==> src/rtl/shift_pkg.sv <==
// Mode codes, FSM encoding and op classification shared by the shift
// sequencer and its down counter.
package shift_pkg;

  localparam logic [2:0] MODE_HOLD = 3'b000;
  localparam logic [2:0] MODE_ROT  = 3'b001;
  localparam logic [2:0] MODE_SHL  = 3'b010;
  localparam logic [2:0] MODE_SHR  = 3'b011;
  localparam logic [2:0] MODE_ASR  = 3'b101;
  localparam logic [2:0] MODE_LOAD = 3'b111;

  typedef enum logic [1:0] {
    ST_IDLE    = 2'd0,
    ST_PRELOAD = 2'd1,
    ST_SHIFT   = 2'd2,
    ST_DONE    = 2'd3
  } state_t;

  function automatic logic is_shift_op(input logic [2:0] op);
    return (op == MODE_ROT) || (op == MODE_SHL) || (op == MODE_SHR) || (op == MODE_ASR);
  endfunction

endpackage

==> src/rtl/shift_down_counter.sv <==
// Loadable down counter tracking the shift cycles still to issue;
// o_last flags the final one.
module shift_down_counter #(
  parameter int COUNT_W = 3
) (
  input  logic               i_clk,
  input  logic               i_rst,
  input  logic               i_load,
  input  logic [COUNT_W-1:0] i_val,
  input  logic               i_dec,
  output logic               o_last
);

  logic [COUNT_W-1:0] r_cnt;

  always_ff @(posedge i_clk) begin
    if (i_rst)       r_cnt <= '0;
    else if (i_load) r_cnt <= i_val;
    else if (i_dec)  r_cnt <= r_cnt - 1'b1;
  end

  assign o_last = (r_cnt == COUNT_W'(1));

endmodule

==> src/rtl/shift_sequencer.sv <==
// Command-driven sequencer for a 4-bit universal shift register: optional
// preload, then N shifts of one kind, then report the final register value.
module shift_sequencer
  import shift_pkg::*;
#(
  parameter int COUNT_W = 3
) (
  input  logic               i_clk,
  input  logic               i_rst,
  input  logic               i_cmd_valid,
  output logic               o_cmd_ready,
  input  logic [2:0]         i_cmd_op,
  input  logic               i_cmd_preload,
  input  logic [0:3]         i_cmd_data,
  input  logic [COUNT_W-1:0] i_cmd_count,
  output logic [2:0]         o_s,
  output logic [0:3]         o_l,
  input  logic [0:3]         i_q,
  output logic               o_busy,
  output logic               o_done,
  output logic               o_err,
  output logic [0:3]         o_result
);

  state_t     r_state, w_next;
  logic [2:0] r_op;
  logic [0:3] r_data;
  logic       r_nz;
  logic [2:0] r_s;
  logic [0:3] r_l;
  logic       r_done, r_err, r_busy, r_ready;
  logic [0:3] r_result;

  logic       w_idle, w_accept, w_last, w_legal, w_nz, w_go_shift;
  logic [2:0] w_op;
  logic [0:3] w_data;

  // In IDLE the command fields are not captured yet, so decisions look at the inputs.
  assign w_idle     = (r_state == ST_IDLE);
  assign w_accept   = w_idle && i_cmd_valid;
  assign w_op       = w_idle ? i_cmd_op : r_op;
  assign w_data     = w_idle ? i_cmd_data : r_data;
  assign w_nz       = w_idle ? (i_cmd_count != '0) : r_nz;
  assign w_legal    = is_shift_op(w_op);
  assign w_go_shift = w_nz && w_legal;

  shift_down_counter #(.COUNT_W(COUNT_W)) u_cnt (
    .i_clk  (i_clk),
    .i_rst  (i_rst),
    .i_load (w_accept),
    .i_val  (i_cmd_count),
    .i_dec  (r_state == ST_SHIFT),
    .o_last (w_last)
  );

  always_comb begin
    w_next = r_state;
    case (r_state)
      ST_IDLE: begin
        if (i_cmd_valid) begin
          if (i_cmd_preload)   w_next = ST_PRELOAD;
          else if (w_go_shift) w_next = ST_SHIFT;
          else                 w_next = ST_DONE;
        end
      end
      ST_PRELOAD: w_next = w_go_shift ? ST_SHIFT : ST_DONE;
      ST_SHIFT:   w_next = w_last ? ST_DONE : ST_SHIFT;
      ST_DONE:    w_next = ST_IDLE;
      default:    w_next = ST_IDLE;
    endcase
  end

  // Outputs are registered from the next state so they line up with the state they describe.
  always_ff @(posedge i_clk) begin
    if (i_rst) begin
      r_state  <= ST_IDLE;
      r_op     <= MODE_HOLD;
      r_data   <= '0;
      r_nz     <= 1'b0;
      r_s      <= MODE_HOLD;
      r_l      <= '0;
      r_done   <= 1'b0;
      r_err    <= 1'b0;
      r_busy   <= 1'b0;
      r_ready  <= 1'b1;
      r_result <= '0;
    end else begin
      r_state <= w_next;
      if (w_accept) begin
        r_op   <= i_cmd_op;
        r_data <= i_cmd_data;
        r_nz   <= (i_cmd_count != '0);
      end
      case (w_next)
        ST_PRELOAD: r_s <= MODE_LOAD;
        ST_SHIFT:   r_s <= w_op;
        default:    r_s <= MODE_HOLD;
      endcase
      r_l     <= (w_next == ST_PRELOAD) ? w_data : 4'b0000;
      r_done  <= (w_next == ST_DONE);
      r_err   <= (w_next == ST_DONE) && !w_legal;
      r_busy  <= (w_next != ST_IDLE);
      r_ready <= (w_next == ST_IDLE);
      // Q reflects the last shift only once DONE is reached.
      if (r_state == ST_DONE) r_result <= i_q;
    end
  end

  assign o_s         = r_s;
  assign o_l         = r_l;
  assign o_done      = r_done;
  assign o_err       = r_err;
  assign o_busy      = r_busy;
  assign o_cmd_ready = r_ready;
  assign o_result    = r_result;

endmodule

==> config.mk <==
export PLATFORM = sky130hd
export DESIGN_NAME = shift_sequencer
export DESIGN_NICKNAME = d
export VERILOG_FILES = /design/src/rtl/shift_pkg.sv /design/src/rtl/shift_down_counter.sv /design/src/rtl/shift_sequencer.sv
export SDC_FILE = /design/constraint.sdc
export NUM_CORES = 1
export LEC_CHECK = 0
export CAP_MARGIN = 15
export CORE_UTILIZATION = 51
export CTS_CLUSTER_DIAMETER = 30
export DETAILED_ROUTE_END_ITERATION = 8
export GPL_TIMING_DRIVEN = 1
export HOLD_SLACK_MARGIN = 0.06
export PLACE_DENSITY = 0.83
export SLEW_MARGIN = 20
export SYNTH_ARGS = -nofsm -noshare
export SYNTH_HDL_FRONTEND = slang
export SYNTH_SLANG_ARGS = --single-unit
==> constraint.sdc <==
create_clock -name i_clk -period 4 [get_ports i_clk]
set_clock_uncertainty 0.2 [all_clocks]
set_input_delay 0.4 -clock i_clk [delete_from_list [all_inputs] [get_ports i_clk]]
set_output_delay 0.4 -clock i_clk [all_outputs]
set_load 0.02 [all_outputs]
==> results of run 1 <==
==> kinds of logic after synthesis <==
family                   Yosys count
AO/OA/AOI/OAI                     22
multiplexers                      11
buffers and inverters             13
flip-flops                        28
AND/OR/NAND/NOR                   48
XOR/XNOR                           2
adder cells (fa/ha/maj)           10
==> tightest hold or removal path, delay by kind of cell (launching register included) <==
family             cells  cell delay, ns
and+or+nand+nor        1            0.05
AOI/OAI and AO/OA      1            0.05
DFF                    1            0.34
==> flip-flops by register name, indices dropped and copies added (netlist names) <==
register,cells
o_l,4
o_result,4
r_data,4
o_s,3
r_op,3
u_cnt.r_cnt,3
r_state,2
o_busy,1
o_cmd_ready,1
o_done,1
o_err,1
r_nz,1
==> Yosys cell counts <==
cell type / count / area, um2
dfxtp_1: 28 / 561
nand2_1: 21 / 78.8
nor2_1: 13 / 48.8
a21oi_1: 11 / 55.1
ha_1: 10 / 125
mux2i_1: 8 / 80.1
inv_1: 6 / 22.5
a211oi_1: 4 / 30.0
nor3_1: 4 / 20.0
mux2_2: 3 / 33.8
and3b_1: 2 / 17.5
buf_2: 2 / 10.0
clkbuf_1: 2 / 7.51
nand2b_1: 2 / 12.5
o211ai_1: 2 / 15.0
and2_1: 1 / 6.26
and2_2: 1 / 7.51
buf_1: 1 / 3.75
buf_12: 1 / 20.0
buf_6: 1 / 11.3
nand2b_2: 1 / 8.76
nor2b_1: 1 / 6.26
nor3b_1: 1 / 7.51
o211a_1: 1 / 10.0
o21ai_0: 1 / 5.00
o21ai_1: 1 / 5.00
o32a_1: 1 / 10.0
o32ai_1: 1 / 8.76
or2_2: 1 / 6.26
xnor2_1: 1 / 8.76
xor2_1: 1 / 8.76
==> layer usage <==
metal	wire length, um	share of wire [%]
met1	1060	44
met4	46	1.9
met3	92	3.8
met5	0	0
met2	1220	50
==> path summary, 6_finish.rpt <==
kind         startpoint         to
min reg2reg   r_data[3]  r_data[3]
max          r_state[0]      o_err
max reg2reg  r_state[0]      o_err
min           r_data[3]  r_data[3]
==> metrics by stage <==
| stage | cells | setup slack [ns] |
|---|---|---|
| after floorplan | 134 | 1.88 |
| after global placement | 187 | 1.24 |
| after detailed placement | 187 | 1.07 |
| after CTS | 191 | 1.01 |
| after global routing | 191 | 0.812 |
| final | 191 | 1.05 |
==> cell type report <==
type                    count  area, um2  area share [%]
clock buffers               3       22.5            1.40
clock inverters             1       30.0            1.87
inverters                   6       22.5            1.40
multi-input cells          93        616            38.3
flip-flops and latches     28        561            34.9
well taps                  28       35.0            2.18
repair buffers             32        320            19.9
==> power groups by stage <==
stage	Clock, mW	Sequential [mW]	Combinational [mW]
3_5_place_dp	0	0.406	0.608
5_1_grt	0.200	0.408	0.675
3_3_place_gp	0	0.401	0.587
4_1_cts	0.189	0.399	0.613
2_1_floorplan	0	0.444	0.446
6_report	0.186	0.398	0.605
==> metrics.txt, run 1 <==
switching pwr=0.451 mW; TritonCTS clock tree=yes; Synth Area in Simple Gates=roughly 18%; final setup violation count=0; Clock Path Buffers=2; Layout area overhead=28.4%; final hold violation count=0; sequential share of the synthesized area=between 40% and 50%; post-synthesis compound-gate area fraction=about 11%; mapped cell area=1250 um2; nets=192; syn_nets=162; max_cap viols=0; Period minus WS final=2.95 ns; all-layer global routing usage=21.1%; most frequent cells in the layout=32 x clkdlybuf4s50_1, 28 x dfxtp_1, 21 x nand2_1, 13 x nor2_1, 11 x a21oi_1; placed wire-length estimate=1800 um; crit path kind=register to register; worst reg-to-reg setup slack=1.05 ns; Worst EP arrival=about 3.0 ns; Pwr Density=740 nW/um2; Worst path top cell family by delay=simple AND/OR/NAND/NOR gates; status=finished, final reports clean; Final Slew Violations=0; Max Clk Rate=339 MHz; htree depth=1; #FFs+latches synth=28; synth warn=0; count of cell types in the netlist=31; period utilization=73.8%; mux share of post-synthesis cell area=9.10%; CP dominant cell by count=ha_1; GR peak layer=met2; Max stage delay on crit path=0.57 ns; leakage=0.650 nW; Top-Level Pins=33; unrepaired setup endpoints after global routing=no; routed len/inst=12.7 um; Reg2Reg Depth=9; Crit Path Max Fanout=16; met2 usage=about two fifths; Mapped Cells=134; post-CTS setup buffers=0; Power Total=1.19 mW; antenna cells=0; Layout Cell Area excl Fill=around 1600 um2; cts hold-fix bufs=0; Std-Cell Rows=17; grt met1 use=22.4%; Pre-Repair DR Iteration Count=4; GRT overflow=0; Avg Cell Area, Syn=9.34 um2; Die ar.=2660 um2; core area=2250 um2; logic gate share of total power=slightly above 50%; CTS-repair resized insts=0; P_int=0.738 mW; Finished Core Util=71.3%; crit-path cells=inv_1 > ha_1 > nand2_1 > o32ai_1 > o21ai_1 > and2_1 > ha_1 > nor2b_1 > nor3b_1; Crit. End Element=register; Clk pwr share=15.7%; largest family of logic cells by synthesized area=simple AND/OR/NAND/NOR gates; CTS root buf=clkbuf_4; register share of total power=33.5%; initial antenna violation count=0; first-pass GRT wire length=around 4000 um; worst-margin pin slew=between 0.7 and 0.8 ns; synthesized-area fraction occupied by adder cells=10.0%; CP max stage cell=ha_1; vias per cell=5.24; vias in the first global route=977; HP Class=register to register; Clk pin slew, worst setup/hold paths=about 0.15 ns; GPL Wtd Cong=0.734; CP required=4.02 ns; die width=between 50 and 60 um; die height=51.5 um; fillers=190; most common cell after layout, fill and taps aside=clkdlybuf4s50_1; total number of vias=1000; switching share of power=between 30% and 40%; grt met3 use=5.26%; total CTS buffers=3; DRC viols=0; number of cells on the critical path=9; worst skew pair latency=0.33 ns; CP Launch Type=register; setup TNS=0 ns; port bufs=32; initial core utilization=55.5%; XOR/XNOR share of the synthesized area=between 1 and 1.5%; Post-Route WL=2420 um; drt first-iter violations=12; buffers plus inverters on the worst setup path=1; WHS=0.266 ns; max_slew headroom=49.4%; placed inst area=1550 um2; Antenna Nets Post-Route=0; ratio of cells with drive above 1 in the final layout=6.13%; pin count of the biggest net entering global routing=24; Clock Sinks=28; Hold Crit Depth=2; worst vdd ir=approximately 0.52 mV
No activity file was read; power rests on OpenSTA's default activity.
==> inputs of run 2 (changes only) <==
--- a/config.mk
+++ b/config.mk
@@ -6,12 +6,12 @@
 export NUM_CORES = 1
 export LEC_CHECK = 0
 export CAP_MARGIN = 15
-export CORE_UTILIZATION = 51
+export CORE_UTILIZATION = 47
 export CTS_CLUSTER_DIAMETER = 30
 export DETAILED_ROUTE_END_ITERATION = 8
 export GPL_TIMING_DRIVEN = 1
 export HOLD_SLACK_MARGIN = 0.06
-export PLACE_DENSITY = 0.83
+export PLACE_DENSITY = 0.78
 export SLEW_MARGIN = 20
 export SYNTH_ARGS = -nofsm -noshare
 export SYNTH_HDL_FRONTEND = slang
==> constraint.sdc (replaced) <==
create_clock -name i_clk -period 3 [get_ports i_clk]
set_clock_uncertainty 0.2 [all_clocks]
set_input_delay 0.3 -clock i_clk [delete_from_list [all_inputs] [get_ports i_clk]]
set_output_delay 0.3 -clock i_clk [all_outputs]
set_load 0.02 [all_outputs]
==> run 2 against run 1 <==
Against the previous run: sequential share of layout area up 0.14 points; final area down 0.39%; first-iteration DRC count up 83%; cell count up 1.6%; hold slack better by 0.0021 ns; die area up 8.2%; register-to-register slack worse by 0.59 ns; maximum frequency up 16%.
==> metrics.txt, run 2 (same netlist as run 1, synthesis figures left out) <==
all-layer global routing usage=20.7% (-0.42 points); CP Launch Type=register; pre-CTS WS=0.503 ns (-0.565 ns); total CTS buffers=3 (unchanged); Layout area overhead=27.9%; status=finished, final reports clean; period utilization=84.7% (+11 points); Max stage delay on crit path=0.57 ns (about the same); placed inst area=1560 um2 (+0.64%); most frequent cells in the layout=32 x clkdlybuf4s50_1, 28 x dfxtp_1, 21 x nand2_1, 13 x nor2_1, 11 x a21oi_1; reg2reg start=r_state[0]; CP required=3.02 ns (-1.00 ns); WHS=0.268 ns (+0.00209 ns); Final Slew Violations=0 (unchanged); Pre-Repair DR Iteration Count=4 (unchanged); setup TNS=0 ns (unchanged); Worst EP arrival=2.56 ns (-0.41 ns); placed wire-length estimate=1850 um (+2.7%); HP Class=register to register; first-pass GRT wire length=4220 um (+4.6%); max_cap viols=0 (unchanged); pin count of the biggest net entering global routing=24 (unchanged); die width=53.6 um (+4.0%); initial core utilization=50.1% (-5.4 points); worst skew pair latency=0.33 ns (about the same); cts hold-fix bufs=0 (unchanged); routed len/inst=12.5 um (-1.6%); CP max stage cell=ha_1; Clock Sinks=28 (unchanged); drt first-iter violations=22 (+10); Period minus WS final=2.54 ns (-0.412 ns); Die ar.=2870 um2 (+8.2%); Crit. End Element=register; GRT overflow=0 (unchanged); Top-Level Pins=33 (unchanged); Finished Core Util=64.0% (-7.2 points); port bufs=32 (unchanged); vias in the first global route=983 (+0.61%); hold path start=r_data[0]; core area=2500 um2 (+11%); die height=53.6 um (+4.0%); worst-margin pin slew=0.781 ns (+0.0249 ns); Post-Route WL=2420 um (about the same); crit-path cells=inv_1 > ha_1 > nand2_1 > o32ai_1 > o21ai_1 > and2_1 > ha_1 > nor2b_1 > nor3b_1; vias per cell=5.17 (-1.3%); CTS root buf=clkbuf_4; Clock Path Buffers=2 (unchanged); most common cell after layout, fill and taps aside=clkdlybuf4s50_1; Clk pin slew, worst setup/hold paths=0.14 ns (about the same); Pwr Density=960 nW/um2 (+30%); total number of vias=1003 (+0.30%); post-CTS setup buffers=0 (unchanged); final hold violation count=0 (unchanged); Antenna Nets Post-Route=0 (unchanged); CP Launch Point=r_state[0]; leakage=0.647 nW (-0.37%); Worst path top cell family by delay=adder cells; antenna cells=0 (unchanged); initial antenna violation count=0 (unchanged); Std-Cell Rows=18 (+1); buffers plus inverters on the worst setup path=1 (unchanged); worst vdd ir=0.624 mV (+19%); CTS-repair resized insts=0 (unchanged); ratio of cells with drive above 1 in the final layout=6.71% (+0.57 points); GPL Wtd Cong=0.795 (+8.2%); placed cell count=190 (+1.6%); htree depth=1 (unchanged); fillers=226 (+19%); unrepaired setup endpoints after global routing=no; crit path kind=register to register; max_slew headroom=47.8% (-1.7 points); TritonCTS clock tree=yes; Power Total=1.54 mW (+29%); final setup violation count=0 (unchanged); Crit Path Max Fanout=16 (unchanged); post-route setup slack=0.460 ns (-0.588 ns); nets=193 (+0.52%); Max Clk Rate=394 MHz (+16%); CP dominant cell by count=ha_1; DRC viols=0 (unchanged); Layout Cell Area excl Fill=1600 um2 (-0.39%); final cell count without fillers=194 (+1.6%)
==> run 2: changes by cell type in the layout (fill, tap and decap cells not counted), sizes merged <==
cell / delta
buf: +1
bufinv: -1
clkbuf: +1
==> run 2: layer usage <==
layer	track usage [%]	share of wire, %	vias to the layer above
met4	7.02	1.8	0
met1	23.0	43	452
met3	7.06	6.9	6
li1	-	-	508
met2	36.7	48	37
met5	0	0	-
==> run 2: final timing paths <==
| check | end | slack, ns | cells after the start |
|---|---|---|---|
| setup reg to reg | o_err | 0.46 | 9 |
| hold reg to reg | r_data[0] | 0.27 | 2 |
| hold / removal | r_data[0] | 0.27 | 2 |
| setup / recovery | o_err | 0.46 | 9 |
==> run 2: power breakdown <==
part	leakage (nW)	switching, mW	internal [mW]
combinational	0.397	0.446	0.380
sequential	0.230	0.0514	0.477
clock	0.0210	0.107	0.0744
total	0.647	0.605	0.932
==> run 2: area by class of cell <==
| type | instances | area, um2 | share of cell area (%) |
|---|---|---|---|
| multi-input combinational | 93 | 616 | 38.5 |
| sequential | 28 | 561 | 35.0 |
| timing repair buffer | 33 | 328 | 20.5 |
| tap | 30 | 37.5 | 2.35 |
| clock buffer | 4 | 36.3 | 2.27 |
| inverter | 6 | 22.5 | 1.41 |
==> run 2: worst min-delay path, cell delays in order (launching register included) <==
cell	delay, ns
dfxtp_1	0.34
nand2_1	0.05
a21oi_1	0.05
==> inputs of run 3 (changes only) <==
==> constraint.sdc (replaced) <==
create_clock -name i_clk -period 2.6 [get_ports i_clk]
set_clock_uncertainty 0.2 [all_clocks]
set_input_delay 0.26 -clock i_clk [delete_from_list [all_inputs] [get_ports i_clk]]
set_output_delay 0.26 -clock i_clk [all_outputs]
set_load 0.02 [all_outputs]
==> run 3 against run 2 <==
Against the previous run: register-to-register slack worse by 0.12 ns; die area stayed put; worst setup slack worse by 0.12 ns; non-clock buffer count rose by 2; critical endpoint unchanged; core utilization is 0.70 points higher; critical path depth did not move; global-route usage fell by 1.1 points; sequential power is 16% higher.
==> metrics.txt, run 3 (same netlist as run 1, synthesis figures left out) <==
initial antenna violation count=0 (unchanged); status=finished, final reports clean; worst skew pair latency=0.32 ns (about the same); logic gate share of total power=54.8% (+1.0 points); port bufs=32 (unchanged); Pre-Repair DR Iteration Count=4 (unchanged); TritonCTS clock tree=yes; total number of vias=990 (-1.3%); Power Total=1.81 mW (+18%); setup TNS=0 ns (unchanged); CTS root buf=clkbuf_4; Clk pin slew, worst setup/hold paths=0.15 ns (about the same); Post-Route WL=2480 um (+2.4%); grt met3 use=2.82% (-4.2 points); vias per cell=5.05 (-2.3%); Worst EP arrival=2.27 ns (-0.29 ns); Final Slew Violations=0 (unchanged); GPL Wtd Cong=0.880 (+11%); Die ar.=2870 um2 (unchanged); final setup violation count=0 (unchanged); routed len/inst=12.6 um (+1.4%); max_slew headroom=66.3% (+19 points); drt first-iter violations=14 (-36%); max_cap viols=0 (unchanged); CP max stage cell=dfxtp_1; reg2reg start=r_state[0]; grt met1 use=24.7% (+1.8 points); all-layer global routing usage=19.7% (-1.1 points); Max Clk Rate=442 MHz (+12%); CP Launch Point=r_state[0]; ratio of cells with drive above 1 in the final layout=8.43% (+1.7 points); htree depth=1 (unchanged); P_int=1.10 mW (+18%); initial core utilization=50.1% (unchanged); crit-path cells=inv_1 > ha_2 > nand2_1 > o32ai_1 > o21ai_1 > and2_1 > ha_1 > nor2b_1 > nor3b_1; first-pass GRT wire length=4030 um (-4.6%); register share of total power=33.9% (-0.5 points); unrepaired setup endpoints after global routing=no; fillers=218 (-3.5%); Clock Sinks=28 (unchanged); worst vdd ir=0.661 mV (+6.0%); pin count of the biggest net entering global routing=16 (-33%); Clk pwr share=11.4% (-0.4 points); area of the multi-input gates=618 um2 (+0.41%); CP required=2.61 ns (-0.41 ns); Layout area overhead=29.3%; Period minus WS final=2.26 ns (-0.279 ns); worst-margin pin slew=0.500 ns (-0.282 ns); Max stage delay on crit path=0.36 ns (-0.21 ns); Crit. End Element=register; die width=53.6 um (unchanged); switching share of power=39.3% (-0.090 points); final hold violation count=0 (unchanged); crit path kind=register to register; placed wire-length estimate=1960 um (+5.7%); antenna cells=0 (unchanged); most frequent cells in the layout=32 x clkdlybuf4s50_1, 28 x dfxtp_1, 21 x nand2_1, 13 x nor2_1, 11 x a21oi_1; Top-Level Pins=33 (unchanged); leakage=0.656 nW (+1.3%); core area=2500 um2 (unchanged); die height=53.6 um (unchanged); Pwr Density=1120 nW/um2 (+16%); switching pwr=0.709 mW (+17%); Register Area=561 um2 (unchanged); met2 usage=34.2% (-2.5 points); Crit Path Max Fanout=13 (-3); GRT overflow=0 (unchanged); period utilization=86.9% (+2.3 points); Clock Path Buffers=2 (unchanged); nets=195 (+1.0%); Antenna Nets Post-Route=0 (unchanged); hold path start=r_data[3]; Std-Cell Rows=18 (unchanged); DRC viols=0 (unchanged); most common cell after layout, fill and taps aside=clkdlybuf4s50_1; GR peak layer=met2; CP Launch Type=register; vias in the first global route=953 (-3.1%); total CTS buffers=3 (unchanged); HP Class=register to register
[run 3: stage by stage]
step	area (um2)	setup WS (ns)	std cells	hold slack (ns)	util [%]
after floorplan	1250	0.476	134	0.139	-
after global placement	1580	0.401	192	0.242	63.2
after detailed placement	1580	0.272	192	0.249	63.2
after CTS	1620	0.227	196	0.268	64.6
after global routing	1620	0.140	196	0.277	64.7
final	1620	0.340	196	0.267	64.7
[run 3: critical path, delay by kind of cell (launching register included)]
kind            cells  cell delay (ns)
buf+inv             1             0.10
compound gates      2             0.42
flops               1             0.36
simple gates        4             0.57
fa+ha+maj           2             0.51
[run 3: timing repair]
item	in CTS	in global routing
setup endpoints to repair	0	6
hold buffers	0	0
buffers inserted	0	0
resized for setup	0	1
[run 3: layer usage]
layer  routed length [um]  vias up
met5                    0        -
met4                   13        0
met3                  111        2
met2                 1220       25
met1                 1130      450
li1                     -      513
[run 3: layout make-up]
class | count | share of cell area (%)
Clock buffer | 4 | 2.24
Inverter | 6 | 1.39
Multi-Input combinational cell | 93 | 38.2
Sequential cell | 28 | 34.6
Tap cell | 30 | 2.32
Timing Repair Buffer | 35 | 21.2
[run 3: worst paths after layout]
kind	cells after the start	slack, ns	end
worst max register to register	9	0.34	o_err
worst min register to register	2	0.27	r_data[3]
worst min-delay path	2	0.27	r_data[3]
worst max-delay path	9	0.34	o_err
[run 3: power by group through the flow]
stage	combinational, mW	sequential, mW	clock (mW)
5_1_grt	1.09	0.626	0.232
2_1_floorplan	0.686	0.682	0
6_report	0.989	0.612	0.206
4_1_cts	0.985	0.613	0.215
3_5_place_dp	0.980	0.623	0
3_3_place_gp	0.948	0.616	0
